## src/rtl/adpll_lock_detector.sv

```systemverilog
// rtl/adpll_lock_detector.sv - ADPLL lock qualification: phase-error / DCO-code hysteresis FSM
module adpll_lock_detector #(
    parameter int PDET_WIDTH   = 8,
    parameter int DCO_CC_WIDTH = 9,
    parameter int ERR_TOL      = 2,
    parameter int CC_TOL       = 4,
    parameter int LOCK_COUNT   = 16,
    parameter int UNLOCK_COUNT = 4,
    parameter int CNT_WIDTH    = 8
) (
    input  logic                           fpga_clk_i,
    input  logic                           reset_i,
    input  logic                           enable_i,
    input  logic                           gen_div8_i,
    input  logic signed [PDET_WIDTH-1:0]   error_i,
    input  logic signed [DCO_CC_WIDTH-1:0] dco_cc_i,
    output logic                           locked_o,
    output logic [1:0]                     lock_state_o,
    output logic                           lost_lock_o,
    output logic                           rail_o,
    output logic signed [DCO_CC_WIDTH-1:0] cc_ref_o
);

    localparam int DW = DCO_CC_WIDTH + 1;
    localparam logic [PDET_WIDTH-1:0]   ERR_MAX = {1'b0, {(PDET_WIDTH-1){1'b1}}};
    localparam logic [PDET_WIDTH-1:0]   ERR_MIN = {1'b1, {(PDET_WIDTH-1){1'b0}}};
    localparam logic [DCO_CC_WIDTH-1:0] CC_MAX  = {1'b0, {(DCO_CC_WIDTH-1){1'b1}}};
    localparam logic [DCO_CC_WIDTH-1:0] CC_MIN  = {1'b1, {(DCO_CC_WIDTH-1){1'b0}}};
    localparam logic [CNT_WIDTH-1:0]    LOCK_LAST   = CNT_WIDTH'(LOCK_COUNT - 1);
    localparam logic [CNT_WIDTH-1:0]    UNLOCK_LAST = CNT_WIDTH'(UNLOCK_COUNT - 1);

    typedef enum logic [1:0] {
        UNLOCKED = 2'b00,
        ACQUIRE  = 2'b01,
        LOCKED   = 2'b10
    } state_t;

    logic                    sync1_q, sync1_d, sync2_q, sync2_d;
    logic                    edge_q, edge_d, strobe_q, strobe_d;
    state_t                  state_q, state_d;
    logic [CNT_WIDTH-1:0]    cnt_q, cnt_d;
    logic                    lost_q, lost_d, rail_q, rail_d;
    logic [DCO_CC_WIDTH-1:0] cc_ref_q, cc_ref_d;

    logic [PDET_WIDTH-1:0]   abs_err;
    logic [DW-1:0]           delta, abs_delta;
    logic                    rail, err_ok, cc_ok, good;

    always_comb begin
        if (error_i == ERR_MIN)
            abs_err = ERR_MAX;
        else if (error_i[PDET_WIDTH-1])
            abs_err = -error_i;
        else
            abs_err = error_i;
        // One extra bit keeps the difference of two full-range codes exact
        delta     = {dco_cc_i[DCO_CC_WIDTH-1], dco_cc_i} - {cc_ref_q[DCO_CC_WIDTH-1], cc_ref_q};
        abs_delta = delta[DW-1] ? -delta : delta;
        rail      = (dco_cc_i == CC_MAX) || (dco_cc_i == CC_MIN);
        err_ok    = abs_err <= PDET_WIDTH'(ERR_TOL);
        cc_ok     = abs_delta <= DW'(CC_TOL);
        good      = err_ok && cc_ok && !rail;
    end

    always_comb begin
        sync1_d  = gen_div8_i;
        sync2_d  = sync1_q;
        edge_d   = sync2_q;
        strobe_d = sync2_q & ~edge_q;
        state_d  = state_q;
        cnt_d    = cnt_q;
        lost_d   = 1'b0;
        rail_d   = rail_q;
        cc_ref_d = cc_ref_q;
        if (!enable_i) begin
            state_d = UNLOCKED;
            cnt_d   = '0;
        end else if (strobe_q) begin
            rail_d = rail;
            case (state_q)
                UNLOCKED: begin
                    cc_ref_d = dco_cc_i;
                    if (err_ok && !rail) begin
                        state_d = ACQUIRE;
                        cnt_d   = CNT_WIDTH'(1);
                    end else begin
                        cnt_d   = '0;
                    end
                end
                ACQUIRE: begin
                    if (!good) begin
                        state_d = UNLOCKED;
                        cnt_d   = '0;
                    end else if (cnt_q == LOCK_LAST) begin
                        state_d = LOCKED;
                        cnt_d   = '0;
                    end else begin
                        cnt_d   = cnt_q + 1'b1;
                    end
                end
                LOCKED: begin
                    // A railed DCO cannot be tracking, so skip the hysteresis
                    if (rail || (!good && cnt_q == UNLOCK_LAST)) begin
                        state_d = UNLOCKED;
                        cnt_d   = '0;
                        lost_d  = 1'b1;
                    end else if (good) begin
                        cnt_d   = '0;
                    end else begin
                        cnt_d   = cnt_q + 1'b1;
                    end
                end
                default: begin
                    state_d = UNLOCKED;
                    cnt_d   = '0;
                end
            endcase
        end
    end

    always_ff @(posedge fpga_clk_i or negedge reset_i) begin
        if (!reset_i) begin
            sync1_q  <= 1'b0;
            sync2_q  <= 1'b0;
            edge_q   <= 1'b0;
            strobe_q <= 1'b0;
            state_q  <= UNLOCKED;
            cnt_q    <= '0;
            lost_q   <= 1'b0;
            rail_q   <= 1'b0;
            cc_ref_q <= '0;
        end else begin
            sync1_q  <= sync1_d;
            sync2_q  <= sync2_d;
            edge_q   <= edge_d;
            strobe_q <= strobe_d;
            state_q  <= state_d;
            cnt_q    <= cnt_d;
            lost_q   <= lost_d;
            rail_q   <= rail_d;
            cc_ref_q <= cc_ref_d;
        end
    end

    assign locked_o     = (state_q == LOCKED);
    assign lock_state_o = state_q;
    assign lost_lock_o  = lost_q;
    assign rail_o       = rail_q;
    assign cc_ref_o     = cc_ref_q;

endmodule
```

## config.mk

```make
export PLATFORM = sky130hd
export DESIGN_NAME = adpll_lock_detector
export DESIGN_NICKNAME = d
export VERILOG_FILES = /design/src/rtl/adpll_lock_detector.sv
export SDC_FILE = /design/constraint.sdc
export NUM_CORES = 1
export LEC_CHECK = 0
export CAP_MARGIN = 25
export CORE_AREA = 4 4 68 70
export DETAILED_ROUTE_END_ITERATION = 10
export DIE_AREA = 0 0 72 74
export GPL_ROUTABILITY_DRIVEN = 0
export PLACE_DENSITY = 0.75
export SYNTH_ARGS = -nofsm -noshare
export SYNTH_HDL_FRONTEND = slang
export SYNTH_SLANG_ARGS = --single-unit
```

## constraint.sdc

```tcl
create_clock -name fpga_clk_i -period 3.7 [get_ports fpga_clk_i]
set_input_delay 0.555 -clock fpga_clk_i [delete_from_list [all_inputs] [get_ports fpga_clk_i]]
set_output_delay 0.555 -clock fpga_clk_i [all_outputs]
set_load 0.02 [all_outputs]
```

-- Word level (Yosys, flattened, before mapping)
Cells that the tools add are included.
- magnitude comparators: 2
- bitwise gates (word level): 2
- reduce and logical (&&, ||, !) cells: 12
- add/subtract/negate cells: 4
- muxes and demuxes: 22
- eq/ne operators: 11
- operators by type and width (cell ; count):
    $mux 8 ; 8
    $pmux 8 s3 ; 1
    $mux 2 ; 6
    $le 10x3->1 const B ; 1
    $mux 10 ; 1
    $neg 10->10 ; 1
    $sub 9x9->10 ; 1
    $eq 9x8->1 const B ; 1
    $eq 9x9->1 const B ; 1
    $add 8x1->8 const B ; 1
    $eq 8x2->1 const B ; 1
    $eq 8x4->1 const B ; 1
    $eq 8x8->1 const B ; 1
    $le 8x2->1 const B ; 1
    $neg 8->8 ; 1
    $pmux 2 s3 ; 1
    $mux 1 ; 5
    $logic_and 1x1->1 ; 4
    $ne 4x4->1 const B ; 1
    $reduce_and 4->1 ; 1
    $ne 3x2->1 const B ; 1
    $ne 3x3->1 const B ; 1
    $reduce_and 3->1 ; 1
    $eq 2x1->1 const B ; 1
    other kinds (8) ; 10
- register bits after elaboration: 25
- bits of input ports: 21
- logic and storage cells: 62
- output and inout bits: 14

-- Logic depth before layout (Yosys ltp)
- word-level depth: 13
- mapped depth: 13
- gate-level depth less buffers: 13

-- Least setup slack after synthesis
No wires, ideal clock.
- path type: in2reg
- from: in dco_cc_i[0]
- to: reg cnt_q[0]
- data required time: 3.581 ns
- data arrival time: 3.206 ns
- library setup time: 0.119 ns
- buffers on the path: 0
- path slack: 0.375 ns
- cell stages on the path: 13
- cells stage by stage: inv_1 ha_1 inv_1 fa_1 xor2_1 or3_1 mux2i_2 o211ai_1 nor4b_1 a311o_1 o211ai_2 mux2_4 a21bo_1
- word-level cells in the longest chain between the ends: 13
- elaborated cells between the ends (all ways): 21
- those cells by class: 2 x add/sub; 1 x order compare; 2 x eq/ne; 8 x mux; 8 x reduce/logical
- ends and longest elaborated chain (what ; RTL line ; RTL):
    start: declaration ; 16 ; input logic signed [DCO_CC_WIDTH-1:0] dco_cc_i,
    $sub 9x9->10 ; 57 ; delta = {dco_cc_i[DCO_CC_WIDTH-1], dco_cc_i} - {cc_ref_q[DCO_CC_WIDTH-1], cc_ref_q};
    $neg 10->10 ; 58 ; abs_delta = delta[DW-1] ? -delta : delta;
    $mux 10 ; 58 ;
    $le 10x3->1 ; 61 ; cc_ok = abs_delta <= DW'(CC_TOL);
    $logic_and 1x1->1 (2 in a row) ; 62 ; good = err_ok && cc_ok && !rail;
    $logic_not 1->1 ; 103 ; if (rail || (!good && cnt_q == UNLOCK_LAST)) begin
    $logic_and 1x1->1 ; 103 ;
    $logic_or 1x1->1 ; 103 ;
    $mux 8 ; 103 ;
    $pmux 8 s3 * ; 80 ; case (state_q)
    $mux 8 * ; 78 ; end else if (strobe_q) begin
    $mux 8 * ; 75 ; if (!enable_i) begin
    end signal: assignment ; 138 ; cnt_q <= cnt_d;
    end: declaration ; 41 ; logic [CNT_WIDTH-1:0] cnt_q, cnt_d;
Every way passes the cells marked *; elsewhere a longest branch is shown, timed or not. The select of a mux whose other input is x is not followed.
A chain may end at the register's enable or synchronous reset.

-- Worst setup path after layout
Same ends and word-level chain as after synthesis.

==> summary.md <==
| Metric | Value |
|---|---|
| Final number of setup-violating endpoints | `0` |
| CTS Buf Count | `3` |
| Largest cells by area after synthesis | `dfrtp_1, ha_1, nand2_1` |
| Outcome | `complete, no violations` |
| Seq cells post-synth | `25` |
| CP max stage delay | `0.42 ns` |
| Yosys top cell area share | `between 30% and 40%` |
| Die Footprint | `5328 µm²` |
| Max Cap Violations | `0` |
| P_int | `between 0.5 and 0.6 mW` |
| Area delta synth->final | `28.14%` |
| Most frequent cell after synthesis | `nand2_1` |
| Seq pwr share | `about a third` |
| Starting Density | `49.72%` |
| Number of global-route vias before repair | `approximately 1800` |
| Total clock sinks | `25` |
| Layout Cells excl Fill | `between 300 and 400` |
| Clk slew on worst S/H paths | `0.09 ns` |
| Power share of the clock group | `between 10% and 20%` |
| Die height | `74 µm` |
| Place WS | `-0.1817 ns` |
| Pwr dens | `372.9 nW/µm²` |
| # IOs | `35` |
| CP Max Fanout | `5` |
| Post-synth ARST share | `100.0%` |
| Max-slew headroom | `between 60% and 70%` |
| DP Cell Count | `about 320` |
| Max Slew Vio Count | `0` |
| Clk Latency, worst-skew pair | `between 0.2 and 0.3 ns` |
| Layout Skew | `approximately 0.011 ns` |
| Starting DRT DRC Count | `about 130` |
| Cell family with most CP delay | `compound AO/OA/AOI/OAI gates` |
| Post-synthesis cell type count | `59` |
| Gate power share | `between 40% and 50%` |
| Detail Placement HPWL | `around 3600 µm` |
| Clock buffer depth | `2` |
| CP Data Required Time | `roughly 3.9 ns` |
| DR WL/cell | `14.10 µm` |
| # diodes | `0` |
| Synth Area per Inst | `8.775 µm²` |
| Setup_tns | `0 ns` |
| Antenna violations before repair | `0` |
| Post-Syn Area | `between 1500 and 2000 µm²` |
| Core area | `roughly 4000 µm²` |
| Nets | `between 300 and 400` |
| Port Buffers | `34` |
| TritonRoute pass-1 iters | `4` |
| Ordered cell list for the critical path | `clkdlybuf4s50_1 > inv_1 > ha_1 > inv_1 > fa_2 > xor2_1 > or3_1 > mux2i_2 > o211ai_1 > nor4b_1 > a311o_1 > o211ai_2 > mux2_4 > a21bo_1` |
| Leakage | `1.071 nW` |
| Worst setup EP type | `register` |
| Top_reg_cell synth | `dfrtp_1` |
| RSZ-0062 raised after global routing | `no` |
| Share of cells above drive strength 1 | `approximately 17%` |
| Die X | `72 µm` |
| Largest net degree at the start of global routing | `26` |
| Overflow after GRT | `0` |
| Top cell type by total area after synthesis | `dfrtp_1` |
| Crit path DAT | `around 3.7 ns` |
| H-tree levels | `1` |
| Routed vias/inst | `about 5.6` |
| Min Tclk post-route | `approximately 3.5 ns` |
| DRT antenna net count | `0` |
| Crit Path Category | `in -> reg` |
| Commonest cells in the netlist | `nand2_1, dfrtp_1, inv_1, o21ai_0, nor2_1` |
| Slowest CP cell | `clkdlybuf4s50_1` |
| Worst setup margin | `between 0.15 and 0.2 ns` |
| Flop2flop setup slack | `0.54 ns` |
| Fmax | `approximately 290 MHz` |
| Top cell by count, worst path | `inv_1` |
| Root Driver | `clkbuf_8` |
| Max VDD drop | `between 0.2 and 0.25 mV` |
| Count of buffer and inverter cells on the critical path | `3` |
| Net Sw Power | `0.3589 mW` |
| # rows | `23` |
| Synthesized Nets | `259` |
| First-pass GRT wire length | `around 7800 µm` |
| Final Hold Viols | `0` |
| Sequential share of the synthesized area | `31.69%` |
| Detailed-route via count | `approximately 1800` |
| EDFF count, synth | `0` |
| Ys Warns | `0` |
| Sw Ratio | `roughly two fifths` |
| DRC | `0` |
| HP Class | `reg -> reg` |
| WL final | `around 4600 µm` |
| Synth Instances | `about 230` |
| Slew @ Worst Pin | `between 0.5 and 0.6 ns` |
| CTS tree | `done` |
| GRT Resource Usage Total | `approximately 18%` |
| Critical Path Source Type | `primary input` |
| Tcrit/Tclk final | `between 90% and 100%` |
## final cells by class
type / count / area, µm²
Fill cell: 357 / 1441
Clock buffer: 3 / 41.29
Clock inverter: 1 / 7.507
Timing Repair Buffer: 50 / 460.4
Inverter: 21 / 78.83
Sequential cell: 25 / 625.6
Multi-Input combinational cell: 175 / 1254
Tap cell: 50 / 62.56
## registers in the layout, indices dropped and copies added (netlist names)
register and flops:
cnt_q 8, edge_q 1, lost_lock_o 1, sync1_q 1, edge_d 1, rail_o 1, cc_ref_o 9, lock_state_o 2
strobe_q 1
## worst paths after layout
kind / start / to / depth (start not counted)
setup / recovery: dco_cc_i[0] / cnt_q[0] / 14
hold / removal: sync1_q / edge_d / 0
setup reg to reg: cc_ref_o[0] / cnt_q[0] / 12
hold reg to reg: sync1_q / edge_d / 0
max in group asynchronous: reset_i / rail_o / 2
min in group asynchronous: reset_i / cc_ref_o[6] / 2
## metal layers
metal,GRT usage [%],vias up,wire length (µm)
met5,0,-,0
met4,4.802,0,83
met3,3.514,10,264
met2,30.00,58,2106
met1,25.17,837,2128
li1,-,908,-
## power groups by stage
stage          combinational (mW)  sequential (mW)  clock (mW)
2_1_floorplan               0.280            0.331           0
3_3_place_gp                0.444            0.311           0
3_5_place_dp                0.451            0.312           0
4_1_cts                     0.453            0.307       0.182
5_1_grt                     0.506            0.310       0.193
6_report                    0.457            0.306       0.180
## logic make-up (layout without fill, tap and decap cells)
family	count (synthesis)	in the layout	share of synthesized area, %
buffers and inverters	25	75	5.323
flip-flops	25	25	31.69
XOR/XNOR	14	14	6.211
multiplexers	6	6	3.802
AO/OA/AOI/OAI	61	61	22.50
adder cells (fa/ha/maj)	13	13	8.618
AND/OR/NAND/NOR	81	81	21.86
## per-stage QoR
stage          cell area, µm²  util, %  power, mW  hold slack [ns]
2_1_floorplan            1974        -     0.6111           0.2594
6_report                 2530    63.71     0.9435           0.3687
3_3_place_gp             2471    62.22     0.7555           0.3455
3_5_place_dp             2471    62.22     0.7624           0.3372
5_1_grt                  2530    63.71      1.009           0.3939
4_1_cts                  2520    63.45     0.9419           0.3710
## cells in the final DEF, fill, tap and decap left out, types with 2 or more instances in the layout
cell type        instances
or2_2                    2
clkbuf_8                 3
buf_4                   16
o21ai_1                  2
a311o_1                  2
a21o_1                   2
nor3_1                   2
xnor2_1                  9
clkdlybuf4s50_1         34
nand3b_1                 3
o211ai_1                 3
inv_1                   21
nor4b_1                  3
o21ai_0                 15
nand4_1                  8
xor2_1                   5
a21oi_1                  9
nand2_1                 27
o21a_1                   2
nor2b_1                  4
mux2i_1                  2
or3_1                    2
nand3_1                  3
mux2_4                   2
nor4_1                   2
nor3b_1                  2
a31oi_1                  2
a2111oi_2                2
a21oi_2                  7
and3_1                   2
dfrtp_1                 25
nor2_1                  13
ha_1                    12
## repair_timing
item,4_1_cts,5_1_grt
endpoints found under the setup margin,0,7
resized for setup,0,2
hold buffers,0,0
setup buffers,0,0
(Power assumes the default switching activity.)
